===== src/rtl/timer_prescaler.sv =====
// rtl/timer_prescaler.sv - clock-enable generator feeding the 8-bit timer counter
// Internal /2../16 divider or synchronized external tick, with selects updated only at safe points.
module timer_prescaler #(
   parameter int SYNC_STAGES = 2
) (
   input  logic       clk,
   input  logic       rst_n,
   input  logic       pre_en,
   input  logic [1:0] cks,
   input  logic       ext_sel,
   input  logic       tclk_in,
   output logic       clk_ena,
   output logic [3:0] div_cnt,
   output logic [1:0] cks_act,
   output logic       ext_act
);

   logic [SYNC_STAGES-1:0] sync_ff;
   logic                   sync_q;
   logic                   sync_d1;
   logic                   tap_d1;

   logic                   upd;
   logic [3:0]             div_nxt;
   logic [1:0]             cks_nxt;
   logic                   ext_nxt;
   logic                   tap;
   logic                   tap_nxt;
   logic                   int_edge;
   logic                   ext_edge;
   logic                   sync_reload;

   always_comb begin
      upd      = ~pre_en | (div_cnt == 4'hF);
      div_nxt  = pre_en ? (div_cnt + 4'd1) : 4'd0;
      cks_nxt  = upd ? cks : cks_act;
      ext_nxt  = upd ? ext_sel : ext_act;
      sync_q   = sync_ff[SYNC_STAGES-1];
      tap      = div_cnt[cks_act];
      tap_nxt  = div_nxt[cks_nxt];
      int_edge = tap & ~tap_d1;
      ext_edge = sync_q & ~sync_d1;
      // A steady external source keeps its edge history across wraps so a tick
      // landing on a wrap edge is not swallowed; only a switch into it is masked.
      sync_reload = upd & (~pre_en | (ext_sel & ~ext_act));
   end

   always_ff @(posedge clk) begin
      if (!rst_n) begin
         div_cnt <= 4'd0;
         cks_act <= 2'd0;
         ext_act <= 1'b0;
         sync_ff <= '0;
         sync_d1 <= 1'b0;
         tap_d1  <= 1'b0;
         clk_ena <= 1'b0;
      end else begin
         div_cnt <= div_nxt;
         cks_act <= cks_nxt;
         ext_act <= ext_nxt;
         sync_ff <= {sync_ff[SYNC_STAGES-2:0], tclk_in};
         tap_d1  <= upd ? tap_nxt : tap;
         sync_d1 <= sync_reload ? sync_ff[SYNC_STAGES-2] : sync_q;
         clk_ena <= pre_en & (ext_act ? ext_edge : int_edge);
      end
   end

endmodule


===== config.mk =====
export PLATFORM = sky130hd
export DESIGN_NAME = timer_prescaler
export DESIGN_NICKNAME = d
export VERILOG_FILES = /design/src/rtl/timer_prescaler.sv
export SDC_FILE = /design/constraint.sdc
export NUM_CORES = 1
export LEC_CHECK = 0
export CORE_AREA = 10 10 47 49
export DETAILED_ROUTE_END_ITERATION = 10
export DIE_AREA = 0 0 57 59
export PLACE_DENSITY = 0.61
export SETUP_SLACK_MARGIN = 0.15
export SYNTH_ARGS = -nofsm -noshare
export SYNTH_HDL_FRONTEND = slang
export SYNTH_SLANG_ARGS = --single-unit
export TNS_END_PERCENT = 30

===== constraint.sdc =====
create_clock -name clk -period 1.6 [get_ports clk]
set_input_delay 0.32 -clock clk [delete_from_list [all_inputs] [get_ports clk]]
set_output_delay 0.32 -clock clk [all_outputs]
set_load 0.005 [all_outputs]

==> reports/metrics.yaml, run 1 <==
status: "finished clean"
synthCells: 53
layoutNonFillerInstCount: 86
synth_edf_count: 0
fp.coreArea_mm2: 0.00140
holdWs_ns: 0.452
syn_area_um2: 479
routed_wl_mm: 1.13
rsz0062_at_grt: "yes"
layout-drive-gt1-share_pct: 17.1
synthAdderAreaFrac_pct: 2.61
path_max_fanout: 7
period_needed_ns: 1.47
synth.area.mux_share_pct: 6.79
critPathCaptureType: "output port"
cts_root_buf: "clkbuf_4"
max_stage_delay_ns: 0.51
critPathSlowestCell: "clkdlybuf4s50_1"
synth_xor_area_share_pct: 3.66
worstMarginPinSlew_ns: 0.238
synth_top_family_by_area: "simple AND/OR/NAND/NOR gates"
ys.flop_type: "dfxtp_1"
postRouteAntennaNets: 0
clock_skew_ns: 0.000526
arrival_ns: 1.15
overflow: 0
track_usage_pct: 8.03
fin_util_pct: 48.2
async_flop_share_pct: 0
synth_warnings: 0
synth_compound_area_share_pct: 14.1
core.rowCount: 14
cts.sinks: 12
vdd_drop_max_v: 0.000478
powerDensity_mw_per_mm2: 829
dieWidth_um: 57
gp_congestion: 0.687
worst-path-buf-inv: 1
grt_pass1_vias: 485
wl_per_cell_um: 13.2
io_buffers: 14
ys_seq_area_share_pct: 50.1
place_area_um2: 639
cp-start-kind: "flop"
drcViolationCount: 0
synth.avg_cell_area_um2: 9.04
synth_nets: 61
numCtsBuffers: 3
timing.final.crit_share_pct: 92.1
hold_class: "reg2reg"
fmax_mhz: 678
post_cts_buffers: 0
worstSetupPathType: "reg2out"
maxCapViolCount: 0
synth-seq-cells: 12
pre_cts_slack_ns: 0.191
fin_tns_setup_ns: 0
ctsHoldBuffers: 0
max-slew-margin-rel_pct: 84.1
antenna_found_initial: 0
insertion_delay_ns: 0.26
power_uw: 560
die_h_um: 59
hold_violations: 0
setup_viol_count_final: 0
fin_area_um2: 676
die-area_mm2: 0.00336
ioPinCount: 15
fill_cells: 148
dp_cells: 83
vias: 430
nets: 80
initial_core_util_pct: 34.2
ys_types: 19
cts_resized: 11
h-tree-depth: 1
cts_tree: "yes"
maxSlewViolCount: 0
crit_family: "buffers and inverters"
critical_path_required_ns: 1.28
cts.reportedPaths.clkPinSlew_ns: 0.07
antenna_cells: 0
power.leakage_nw: 0.290
grt_first_pass_wirelength_mm: 2.14
drtPass1Iterations: 3
cts.path.max_buffers: 2
layout_setup_ws_ns: 0.126
viasPerCell: 5.00
worstPathCellList: "clkdlybuf4s50_1"
drtIter0Drc: 5
synth-simple-area-share_pct: 18.0
dpl.hpwl_um: 875
reg2reg_slack_ns: 0.28
grt_max_degree: 8
area_delta_synth_final_pct: 41.0
## cell usage in the layout (no fill, tap or decap), types with 3 or more instances in the layout
master	synthesis	routed
clkdlybuf4s50_1	0	11
nor2_1	7	7
inv_1	6	6
nand3_1	5	5
dfxtp_2	0	5
dfxtp_1	12	5
nand2_1	4	4
o21ai_0	3	3
a21oi_1	3	3
clkbuf_4	0	3
## cell type report
cell class                      instances  area, um^2  area share (%)
Inverter                                6        22.5            3.33
Multi-Input combinational cell         35         216            32.0
Clock buffer                            3        22.5            3.33
Timing Repair Buffer                   14         140            20.7
Sequential cell                        12         254            37.6
Tap cell                               16        20.0            2.96
## where the power goes
group	switching (mW)	leakage [nW]	total, mW	internal, mW
clock	0.0910	0.0138	0.178	0.0869
combinational	0.0253	0.174	0.0630	0.0378
sequential	0.0101	0.102	0.319	0.309
total	0.126	0.290	0.560	0.433
## worst paths after layout
path / depth (start not counted) / to / startpoint
worst max-delay path: 1 / div_cnt[0] / div_cnt[0]
worst min register to register: 2 / sync_ff[1] / sync_ff[0]
worst max register to register: 4 / sync_d1 / div_cnt[0]
worst min-delay path: 2 / sync_ff[1] / sync_ff[0]
## routing by layer
layer / share of wire [%] / wire (um) / GRT usage (%)
met1: 42 / 477 / 8.66
met2: 47 / 536 / 12.2
met3: 9.4 / 107 / 4.72
met4: 1.1 / 12 / 4.03
met5: 0 / 0 / 0
## state kept, by name, indices dropped and copies added (netlist names)
| name | cells |
|---|---|
| sync_ff | 2 |
| div_cnt | 4 |
| sync_d1 | 1 |
| ext_act | 1 |
| cks_act | 2 |
| tap_d1 | 1 |
| clk_ena | 1 |
## worst register-to-register path, cell delays in order (launching register included)
cell and delay, ns:
dfxtp_4 0.37, ha_1 0.23, and3_2 0.26, a31oi_1 0.21, mux2i_1 0.19
## Yosys cell counts (2+ instances only)
master,instances,share of area [%]
nor2_1,7,5.5
inv_1,6,4.7
a21oi_1,3,3.1
nand2_1,4,3.1
nand3_1,5,5.2
o21ai_0,3,3.1
dfxtp_1,12,50
a31oi_1,2,2.6
## logic make-up after synthesis
logic type,after synthesis
XOR/XNOR,2
buffers and inverters,6
adder cells (fa/ha/maj),1
multiplexers,2
AND/OR/NAND/NOR,19
flip-flops,12
AO/OA/AOI/OAI,11
Note: power is estimated with default switching activity, not from simulation.
==> run 2, diff against run 1 <==
Settings changed: ABC_CLOCK_PERIOD_IN_PS set to 1600, HOLD_SLACK_MARGIN set to 0.03.
==> results of run 2 <==
Final layout, timing and power as in run 1 (identical DEF).
==> run 3, diff against run 2 <==
Settings changed: ABC_CLOCK_PERIOD_IN_PS 1600 to 1200, PLACE_DENSITY 0.61 to 0.64.
Clock period 1.6 ns to 1.2 ns, I/O delays scaled along.
==> run 3 against run 2 <==
  * The flow now finishes with violations (setup timing)
  * Register-to-register slack worse by 0.37 ns
  * Worst hold slack worse by 0.015 ns
  * Non-clock buffer count up 11
  * Sequential power up 31%
  * Count of clock-buffer cells in the layout up 1
  * Combinational power up 84%
  * Wire length up 7.2%
  * Clock power up 57%
  * Largest cell class is now multi-input combinational cells
  * Largest power group unchanged
  * Highest routed layer unchanged
==> reports/metrics.yaml, run 3 (synthesized netlist as in run 1, its figures left out) <==
status: "finished, violations left"  # was finished clean
violations: "setup timing"
critPathCaptureType: "flop"  # was output port
p_sw_uw: 207  # was 126 uW
clock_skew_ns: 0.0108  # was 0.000526 ns
grt_pass1_vias: 476  # was 485
cts.reportedPaths.clkPinSlew_ns: 0.09  # was 0.07 ns
cts.sinks: 12  # unchanged
antenna_cells: 0  # unchanged
initial_core_util_pct: 34.2  # unchanged
place_area_um2: 711  # was 639 um^2
pwr-share-clk_pct: 34.4  # was 31.8%
top_register: "div_cnt"  # unchanged
h-tree-depth: 1  # unchanged
final_cell_mix: "9 x buf_4, 7 x nor2_1, 6 x clkdlybuf4s50_1"  # was 11 x clkdlybuf4s50_1, 7 x nor2_1, 6 x inv_1
hold_class: "reg2reg"  # unchanged
arrival_ns: 1.51  # was 1.15 ns
maxSlewViolCount: 0  # unchanged
drtPass1Iterations: 2  # was 3
reg2reg_slack_ns: -0.09  # was 0.28 ns
cts.path.max_buffers: 2  # unchanged
fp.coreArea_mm2: 0.00140  # unchanged
core.rowCount: 14  # unchanged
overflow: 0  # unchanged
hold_violations: 0  # unchanged
layout-drive-gt1-share_pct: 43.9  # was 17.1%
power_frac_seq_pct: 51.5  # was 57.0%
max-slew-margin-rel_pct: 84.0  # was 84.1%
vdd_drop_max_v: 0.000537  # was 0.000478 V
viasPerCell: 4.64  # was 5.00
ctsHoldBuffers: 0  # unchanged
numCtsBuffers: 3  # unchanged
layout_setup_ws_ns: -0.0935  # was 0.126 ns
period_needed_ns: 1.29
grt_first_pass_wirelength_mm: 2.04  # was 2.14 mm
setup_viol_count_final: 2  # was 0
dieWidth_um: 57  # unchanged
r2r-end: "tap_d1"  # was sync_d1
drtIter0Drc: 12  # was 5
largest_reg_flops: 4  # unchanged
switching_share_pct: 25.4  # was 22.6%
postRouteAntennaNets: 0  # unchanged
io_buffers: 14  # unchanged
power.leakage_nw: 0.333  # was 0.290 nW
grt_max_degree: 8  # unchanged
worstHoldPathCells: 2  # unchanged
wl_per_cell_um: 12.4  # was 13.2 um
r2r-start: "div_cnt[0]"  # unchanged
track_usage_pct: 7.81  # was 8.03%
path_max_fanout: 3  # was 7
fmax_mhz: 773
worstMarginPinSlew_ns: 0.240  # was 0.238 ns
nets: 91  # was 80
final_common_cell: "buf_4"  # was clkdlybuf4s50_1
top_regs: "div_cnt: 4 flops, cks_act: 2 flops, sync_ff: 2 flops"  # unchanged
antenna_found_initial: 0  # unchanged
gp_congestion: 0.727  # was 0.687
die_h_um: 59  # unchanged
cts_root_buf: "clkbuf_4"  # unchanged
cp-start-kind: "flop"  # unchanged
area_delta_synth_final_pct: 64.5  # was 41.0%
fin_area_um2: 788  # was 676 um^2
ioPinCount: 15  # unchanged
die-area_mm2: 0.00336  # unchanged
fill_cells: 135  # was 148
comb_power_share_pct: 14.2  # was 11.3%
insertion_delay_ns: 0.29  # was 0.26 ns
hp-start: "sync_ff[0]"  # unchanged
maxCapViolCount: 0  # unchanged
timing.final.crit_share_pct: 108
whs_endpoint: "sync_ff[1]"  # unchanged
r2r_cells: 5  # was 4
cts_tree: "yes"  # unchanged
vias: 455  # was 430
p_int_uw: 607  # was 433 uW
worstSetupPathType: "reg2reg"  # was reg2out
dpl.hpwl_um: 888  # was 875 um
rsz0062_at_grt: "yes"  # unchanged
drcViolationCount: 0  # unchanged
critical_path_required_ns: 1.42  # was 1.28 ns
fin_util_pct: 56.3  # was 48.2%
powerDensity_mw_per_mm2: 1030  # was 829 mW/mm^2
routed_wl_mm: 1.22  # was 1.13 mm
==> run 3: metal layers <==
metal  wire length [um]  GRT usage, %  part of all wire (%)
met2                567          11.9                    47
met3                 71          2.58                   5.8
met1                536          8.76                    44
met5                  0             0                     0
met4                 39          6.04                   3.2
==> run 3: how the worst max path moves through the flow <==
stage                     cells after the start        from  slack (ns)      end
after floorplan                               4  div_cnt[0]        0.05   tap_d1
after global placement                        4      cks[0]       -0.09   tap_d1
after detailed placement                      4      cks[0]       -0.16   tap_d1
after CTS                                     5  div_cnt[0]       -0.10   tap_d1
after global routing                          4  div_cnt[0]       -0.14  clk_ena
final                                         5  div_cnt[0]       -0.09   tap_d1
==> run 3: final cells by class <==
type | count | area, um^2 | share of cell area (%)
inverter | 6 | 22.5 | 2.86
timing repair buffer | 25 | 203 | 25.7
clock buffer | 4 | 26.3 | 3.33
multi-input combinational | 35 | 260 | 33.0
sequential | 12 | 256 | 32.5
tap | 16 | 20.0 | 2.54
==> run 3: through the flow <==
stage,instances,hold WS [ns],power (mW),TNS [ns],setup WS [ns]
2_1_floorplan,53,0.355,0.469,0,0.0497
3_3_place_gp,90,0.416,0.535,-0.162,-0.0930
3_5_place_dp,90,0.419,0.536,-0.231,-0.165
4_1_cts,98,0.437,0.814,-0.192,-0.101
5_1_grt,98,0.472,0.844,-0.312,-0.143
6_report,98,0.436,0.815,-0.181,-0.0935
==> run 3: power groups by stage <==
stage                     clock network [mW]  registers (mW)  logic [mW]
after floorplan                            0           0.435      0.0345
after global placement                     0           0.436      0.0994
after detailed placement                   0           0.435       0.101
after CTS                              0.276           0.421       0.117
after global routing                   0.294           0.422       0.128
final                                  0.280           0.419       0.116
==> run 3: worst max-delay path, stage by stage, from the launching register on <==
cell and delay, ns:
dfxtp_4 0.35, buf_6 0.12, ha_4 0.25, inv_2 0.03
a211o_1 0.26, a211oi_2 0.21
==> run 3: timing repair <==
item                                    4_1_cts  5_1_grt
endpoints found under the setup margin       14       14
gates resized for setup                      39        8
buffers inserted                              4        0
pin swaps                                     4        7
==> edit: new RTL, config.mk and constraints of run 2 <==
Put one more register stage on the output `cks_act`, cleared by the reset. The value now appears one clock later. The other outputs are not delayed to match.
--- a/src/rtl/timer_prescaler.sv
+++ b/src/rtl/timer_prescaler.sv
@@ -14,6 +14,8 @@
    output logic [1:0] cks_act,
    output logic       ext_act
 );
+
+   logic [1:0] cks_act_s0;
 
    logic [SYNC_STAGES-1:0] sync_ff;
    logic                   sync_q;
@@ -33,10 +35,10 @@
    always_comb begin
       upd      = ~pre_en | (div_cnt == 4'hF);
       div_nxt  = pre_en ? (div_cnt + 4'd1) : 4'd0;
-      cks_nxt  = upd ? cks : cks_act;
+      cks_nxt  = upd ? cks : cks_act_s0;
       ext_nxt  = upd ? ext_sel : ext_act;
       sync_q   = sync_ff[SYNC_STAGES-1];
-      tap      = div_cnt[cks_act];
+      tap      = div_cnt[cks_act_s0];
       tap_nxt  = div_nxt[cks_nxt];
       int_edge = tap & ~tap_d1;
       ext_edge = sync_q & ~sync_d1;
@@ -48,7 +50,7 @@
    always_ff @(posedge clk) begin
       if (!rst_n) begin
          div_cnt <= 4'd0;
-         cks_act <= 2'd0;
+         cks_act_s0 <= 2'd0;
          ext_act <= 1'b0;
          sync_ff <= '0;
          sync_d1 <= 1'b0;
@@ -56,7 +58,7 @@
          clk_ena <= 1'b0;
       end else begin
          div_cnt <= div_nxt;
-         cks_act <= cks_nxt;
+         cks_act_s0 <= cks_nxt;
          ext_act <= ext_nxt;
          sync_ff <= {sync_ff[SYNC_STAGES-2:0], tclk_in};
          tap_d1  <= upd ? tap_nxt : tap;
@@ -65,5 +67,13 @@
       end
    end
 
+   always_ff @(posedge clk) begin
+      if (!rst_n) begin
+         cks_act <= '0;
+      end else begin
+         cks_act <= cks_act_s0;
+      end
+   end
+
 endmodule
 
Behaviour: not the same (a bounded check fails within 4 cycles, from zero or initial values and one cycle with rst_n low).
==> edit against run 2 <==
- synthesized area up 14%
- power up 22%
- maximum frequency up 0.84%
- routed wire length down 4.8%
- critical path type unchanged
- critical endpoint is now div_cnt[3]
- final area up 14%
- clock power up 39%
- largest power group unchanged
- worst setup slack better by 0.012 ns
- sequential cell count up 2
==> edit: results <==
cells_and_area:
  comb.multi_input.count: 40
  final.fill_count: 150
  num-nonclk-inverters: 1
  multi_input_area_um2: 258
  areaGrowthSynthToFinish_pct: 41.3
  non_clock_buffer_area_share: 0.203
  nClkBuffers: 4
  seq_area_um2: 297
place:
  hpwlAfterDp_um: 874
  pre_cts_ws_ns: 0.175
  gp_congestion: 0.800
global_route:
  use_met1: 0.0807
  grt_usage: 0.0703
  grt_pass1_vias: 443
  grt_start_max_net_pins: 9
logic_synthesis:
  yosysUniqueCellTypes: 24
  synth-compound-area-share: 0.0963
  syn-num-nets: 64
  synth_fa_ha_area_frac: 0.0229
  yosys-top-cells-count: "dfxtp_1, nand2_1, nor2_1, nand3_1"
  yosysSeqAreaShare: 0.514
  synthMuxAreaShare: 0.0780
  synth_xor_area_frac: 0.0321
critical_path:
  crit_path_start: "div_cnt[3]$_SDFF_PN0_"
  cp_max_fo: 4
  cp-endpoint: "div_cnt[3]"
  worstReg2RegStart: "div_cnt[1]$_SDFF_PN0_"
timing:
  skew_ns: 0.00350
  maxSlewHeadroom: 0.830
  fin_ws_ns: 0.138
cts:
  cts_setup_buffers: 1
route:
  highest_layer: "met3"
hold_path:
  holdCritPathClass: "register to register"
  holdPathStages: 1
power:
  ir_worst_vdd_mv: 0.486
  leakagePower_nw: 0.326
  switchingPower_mw: 0.144
run_status:
  outcome: "finished, final reports clean"
## edit: cells by family after synthesis
| group | after synthesis |
|---|---|
| flip-flops | 14 |
| AO/OA/AOI/OAI | 8 |
| multiplexers | 3 |
| buffers and inverters | 2 |
| adder cells (fa/ha/maj) | 1 |
| AND/OR/NAND/NOR | 26 |
| XOR/XNOR | 2 |
## edit: through the flow
step	power [mW]	utilization	std cells	instance area, µm²	hold WS (ns)
floorplan	0.408	-	56	546	0.430
global placement	0.448	0.506	86	709	0.443
detailed placement	0.448	0.506	86	709	0.448
CTS	0.697	0.545	91	763	0.465
global route	0.727	0.550	91	771	0.502
finish	0.683	0.550	91	771	0.461
## edit: power groups by stage
stage	registers [mW]	logic (mW)	clock network [mW]
after global routing	0.368	0.0779	0.281
after CTS	0.369	0.0718	0.256
after global placement	0.380	0.0680	0
final	0.366	0.0702	0.247
after detailed placement	0.380	0.0680	0
after floorplan	0.378	0.0296	0
